### src/rtl/ctlr_port_array.sv
// Controller port array for the $4016/$4017 pair: strobe latch, per-port shift pulses and
// serial read-back in plain two-port or Four Score multitap layout.
module ctlr_port_array #(
    parameter int NUM_PORTS     = 2,
    parameter int MULTITAP      = 0,
    parameter int BITS_PER_PORT = 8,
    parameter int PULSE_LEN     = 3
) (
    input  logic                 clock,
    input  logic                 reset_n,
    input  logic                 clock_en,
    input  logic [15:0]          addr,
    input  logic                 r_en,
    input  logic [7:0]           w_data,
    input  logic [NUM_PORTS-1:0] ctlr_data,
    output logic [NUM_PORTS-1:0] ctlr_pulse,
    output logic                 ctlr_latch,
    output logic [7:0]           button_data_rd,
    output logic                 read_hit
);
    localparam int              PW    = $clog2(PULSE_LEN + 1);
    localparam logic [4:0]      BPP   = 5'(BITS_PER_PORT);
    localparam logic [4:0]      LIMIT = (MULTITAP != 0) ? 5'd24 : 5'(BITS_PER_PORT);
    localparam logic [PW-1:0]   PLEN  = PW'(PULSE_LEN);

    logic                 latch_q, latch_d;
    logic [7:0]           rd_q, rd_d;
    logic                 hit_q, hit_d;
    logic [4:0]           cnt_q  [2];
    logic [4:0]           cnt_d  [2];
    logic [PW-1:0]        pcnt_q [NUM_PORTS];
    logic [PW-1:0]        pcnt_d [NUM_PORTS];

    logic                 reg_hit, rd_en, wr_strobe, strobe_set, slot;
    logic [4:0]           k;
    logic                 src_pad, use_pad, fixed_bit, pad_bit, rd_bit;
    logic [1:0]           src_port, sel_port;
    logic [NUM_PORTS-1:0] req;
    logic                 unused_wdata;

    assign reg_hit      = (addr[15:1] == 15'h200B);
    assign slot         = addr[0];
    assign rd_en        = clock_en & r_en & reg_hit;
    assign wr_strobe    = clock_en & ~r_en & reg_hit & ~addr[0];
    assign strobe_set   = wr_strobe & w_data[0];
    assign k            = cnt_q[slot];
    assign unused_wdata = ^w_data[7:1];

    // Multitap: counts 0..15 walk pad a then pad a+2 ({k[3], slot}); 16..23 are the signature.
    always_comb begin
        src_pad   = 1'b0;
        src_port  = {1'b0, slot};
        fixed_bit = 1'b1;
        if (MULTITAP == 0) begin
            src_pad = (k < BPP);
        end else if (k < 5'd16) begin
            src_pad  = ({2'b00, k[2:0]} < BPP);
            src_port = {k[3], slot};
        end else if (k < 5'd24) begin
            fixed_bit = slot ? (k == 5'd18) : (k == 5'd19);
        end
    end

    // While strobed the pad is transparent: report its current level, never shift it.
    assign use_pad  = latch_q | src_pad;
    assign sel_port = latch_q ? {1'b0, slot} : src_port;

    always_comb begin
        pad_bit = 1'b1;
        for (int p = 0; p < NUM_PORTS; p++) begin
            if (2'(p) == sel_port) pad_bit = ~ctlr_data[p];
        end
    end

    assign rd_bit = use_pad ? pad_bit : fixed_bit;

    always_comb begin
        latch_d = latch_q;
        rd_d    = rd_q;
        hit_d   = rd_en;
        cnt_d   = cnt_q;
        if (wr_strobe) latch_d = w_data[0];
        if (rd_en) begin
            rd_d = {7'b0, rd_bit};
            if (!latch_q && cnt_q[slot] != LIMIT) cnt_d[slot] = cnt_q[slot] + 5'd1;
        end
        if (latch_q || strobe_set) begin
            cnt_d[0] = 5'd0;
            cnt_d[1] = 5'd0;
        end
    end

    // A request while a pulse is running reloads the timer, so the line never glitches high.
    always_comb begin
        req = '0;
        for (int p = 0; p < NUM_PORTS; p++) begin
            req[p]    = rd_en & ~latch_q & src_pad & (2'(p) == src_port);
            pcnt_d[p] = pcnt_q[p];
            if (strobe_set)                pcnt_d[p] = '0;
            else if (req[p])               pcnt_d[p] = PLEN;
            else if (pcnt_q[p] != '0)      pcnt_d[p] = pcnt_q[p] - 1'b1;
        end
    end

    always_comb begin
        ctlr_pulse = '1;
        for (int p = 0; p < NUM_PORTS; p++) begin
            ctlr_pulse[p] = (pcnt_q[p] == '0);
        end
    end

    always_ff @(posedge clock or negedge reset_n) begin
        if (!reset_n) begin
            latch_q  <= 1'b0;
            rd_q     <= 8'h00;
            hit_q    <= 1'b0;
            cnt_q[0] <= 5'd0;
            cnt_q[1] <= 5'd0;
            for (int p = 0; p < NUM_PORTS; p++) pcnt_q[p] <= '0;
        end else if (clock_en) begin
            latch_q  <= latch_d;
            rd_q     <= rd_d;
            hit_q    <= hit_d;
            cnt_q[0] <= cnt_d[0];
            cnt_q[1] <= cnt_d[1];
            for (int p = 0; p < NUM_PORTS; p++) pcnt_q[p] <= pcnt_d[p];
        end
    end

    assign ctlr_latch     = latch_q;
    assign button_data_rd = rd_q;
    assign read_hit       = hit_q;

endmodule
### config.mk
export PLATFORM = sky130hd
export DESIGN_NAME = ctlr_port_array
export DESIGN_NICKNAME = d
export VERILOG_FILES = /design/src/rtl/ctlr_port_array.sv
export SDC_FILE = /design/constraint.sdc
export NUM_CORES = 1
export LEC_CHECK = 0
export ABC_AREA = 1
export CORE_MARGIN = 2
export CORE_UTILIZATION = 45
export CTS_CLUSTER_DIAMETER = 150
export CTS_CLUSTER_SIZE = 20
export DETAILED_ROUTE_END_ITERATION = 6
export GPL_TIMING_DRIVEN = 0
export PLACE_DENSITY = 0.79
export SYNTH_ARGS = -nofsm -noshare
export SYNTH_HDL_FRONTEND = slang
export SYNTH_SLANG_ARGS = --single-unit
export TNS_END_PERCENT = 1
### constraint.sdc
create_clock -name clock -period 1.81 [get_ports clock]
set_clock_uncertainty 0.05 [all_clocks]
set_input_delay 0.4525 -clock clock [delete_from_list [all_inputs] [get_ports clock]]
set_output_delay 0.4525 -clock clock [all_outputs]
set_load 0.005 [all_outputs]
==> flow_metrics.tcl <==
set metrics [dict create \
    grt_pass1_wl_um 4705 \
    max-cap-violations 0 \
    finalNetCount 262 \
    synth-xor-area-share 0.02104 \
    rr_worst_depth 10 \
    routabilityCongestion 0.8647 \
    hold_viol_final 0 \
    drc 0 \
    overflow 0 \
    postLayoutCoreUtil 0.6744 \
    cts_root_buf "clkbuf_4" \
    power_uw 1126 \
    antenna_found_initial 0 \
    reg2reg_to "cnt_q[7]" \
    critPathCapture "pcnt_q[3]" \
    tightest_slew_ns 0.7738 \
    synth_area_per_cell_um2 6.823 \
    cts.htree.levels 1 \
    ys.flop_type "dfrtp_1" \
    hold_ws_ns 0.4234 \
    p_sw_uw 378.7 \
    clkPwrFrac 0.184 \
    min_period_over_period 0.9988 \
    post-synth-top-area-cell "dfrtp_1" \
    rsz0062_at_grt "yes" \
    start_util 0.4648 \
    fin_crit_ns 1.808 \
    port_buffers 27 \
    crit_fanout 5 \
    vias 1243 \
    max-vdd-ir-drop_uv 618.8 \
    slew_headroom 0.4825 \
    clock_tree.buffer_depth 2 \
    drt_wl_total_um 2946 \
    synth_top_area_share 0.3407 \
    leakage_uw 0.001041 \
    synth_edf_count 0 \
    diodes 0 \
    drt_iter0_drc 34 \
    crit_type "primary input to register" \
    cts_tree "built" \
    ys_async_sr_fraction 1.000 \
    status "completed" \
    synth_compound_area_frac 0.04910 \
    ys_ff_latch 17 \
    fin_setup_tns_ns 0 \
    numCtsBuffers 3 \
    critPathArrivalTime_ns 1.95 \
    grt_usage 0.1819 \
    seqPwrFrac 0.399 \
    synthMuxAreaShare 0 \
    grt_max_degree 18 \
    hpwl_um 2114 \
    cts_sinks 17 \
    fp.dieW_um 56.68 \
    cp-start-kind "primary input" \
    detail-route-antenna-nets 0 \
    viasPerCell 4.818 \
    r2r_start "cnt_q[1]" \
    grt_pass1_vias 1118 \
    fmax_mhz 553.1 \
    coreArea_um2 2686 \
    crit_start "addr[15]" \
    drive_gt1_frac 0.2511 \
    post-place-ws_ns -0.7002 \
    yosysSeqAreaShare 0.3407 \
    ios 42 \
    pwr_density_cell_nw_per_um2 621.3 \
    dr.pass1.iters 4 \
    setup_slack_ns 0.002088 \
    ff2ff_setup_slack_ns 0.12 \
    p_int_uw 747.0 \
    setup-violations-final 0 \
    insertion_delay_ns 0.29 \
    synth_commonest_cells "nand2_1 (62), inv_1 (25), nor2_1 (18), dfrtp_1 (17), nand3_1 (14)" \
    synthAdderAreaFrac 0.04008 \
    rows 19 \
    die_y_um 56.68 \
    ys_types 25 \
    crit_required_ns 1.95 \
    design.die.area_um2 3212 \
    yosysMostFrequentCell "nand2_1" \
    clkSlewWorstSetupHoldPaths_ns 0.10 \
    comb_power_share 0.417 \
    synth-simple-area-share 0.4168 \
    cp-end-kind "register" \
    netlist_area_um2 1249 \
    synth_top_family_by_area "simple AND/OR/NAND/NOR gates" \
    switching_share 0.3364 \
    wire_per_inst_um 11.42 \
    min_path_type "register to register" \
    synth.area.top_cells "dfrtp_1 (34%), nand2_1 (19%), inv_1 (7.5%)" \
    yosys_warnings 0 \
    syn2layout_area_growth_pct 45.09 \
    synthCells 183 \
    maxSlewViolCount 0 \
]
==> worst max-delay path, cell delays in order <==
cell,delay [ns]
clkdlybuf4s50_1,0.41
inv_1,0.09
nand3_2,0.10
nor2_4,0.15
nand3_4,0.12
nor2_8,0.18
buf_4,0.14
nor2_1,0.06
nand2_1,0.07
nand2_1,0.06
nand2_1,0.07
nand2_1,0.05
==> power by group through the flow <==
stage | clock network (uW) | logic [uW] | registers (uW)
2_1_floorplan | 0 | 264 | 454
3_3_place_gp | 0 | 401 | 463
3_5_place_dp | 0 | 416 | 465
4_1_cts | 216 | 452 | 450
5_1_grt | 225 | 529 | 457
6_report | 207 | 469 | 449
==> flip-flops by register name (all words and copies together), names as in the netlist <==
signal,flops
ctlr_latch,1
cnt_q,10
pcnt_q,4
read_hit,1
button_data_rd,1
==> timing repair <==
item | CTS | global route
pin swaps | 0 | 18
setup endpoints to repair | 16 | 15
hold buffers | 0 | 0
gates resized for setup | 11 | 46
endpoints found under the hold margin | 0 | 0
buffers inserted | 3 | 4
==> worst min-delay path by stage <==
stage	to	startpoint	cells past startpoint
after detailed placement	cnt_q[1]	cnt_q[1]	2
after floorplan	button_data_rd[0]	reset_n	0
after global placement	cnt_q[1]	cnt_q[1]	2
after global routing	cnt_q[4]	cnt_q[4]	2
after CTS	cnt_q[1]	cnt_q[1]	2
final	cnt_q[1]	cnt_q[1]	2
==> logic make-up (layout without fill, tap and decap cells) <==
| family | after synthesis | after routing |
|---|---|---|
| other | 1 | 7 |
| xor gates and xnor gates | 3 | 3 |
| adders and majority gates | 4 | 4 |
| buffers and inverters | 35 | 73 |
| and+or+nand+nor | 112 | 112 |
| DFF | 17 | 17 |
| AOI/OAI and AO/OA | 11 | 11 |
==> metal layers <==
metal / track usage / wire length [um]
met1: 0.2493 / 1325
met2: 0.3023 / 1500
met3: 0.04147 / 113
met4: 0.02041 / 7
met5: 0 / 0
==> area by class of cell <==
class / instances / area [um^2]
buffer: 8 / 67.56
fill: 227 / 874.6
tap: 31 / 38.79
inverter: 27 / 103.9
timing repair buffer: 34 / 346.6
clock buffer: 4 / 26.28
sequential: 17 / 426.7
multi-input combinational: 137 / 802.0
==> layout by cell type (no fill, tap or decap), types with 4 or more instances in the layout <==
| cell | netlist | final |
|---|---|---|
| nand3_4 | 1 | 4 |
| nand2_1 | 62 | 54 |
| inv_1 | 25 | 24 |
| nand3_1 | 14 | 7 |
| a21oi_1 | 6 | 4 |
| nor2_1 | 18 | 15 |
| dfrtp_1 | 17 | 16 |
| dlymetal6s2s_1 | 0 | 13 |
| nand2_2 | 2 | 9 |
| conb_1 | 1 | 7 |
| nand3_2 | 2 | 6 |
| nor2_4 | 0 | 4 |
| clkdlybuf4s50_1 | 0 | 10 |
| ha_1 | 4 | 4 |
| buf_4 | 8 | 13 |
| nor3_1 | 4 | 4 |
==> per-stage QoR <==
stage                     instances  cell area [um^2]
after CTS                       254              1643
final                           258              1812
after global routing            258              1812
after global placement          247              1580
after floorplan                 189              1271
after detailed placement        247              1580
Power figures use the tool's default switching activity.
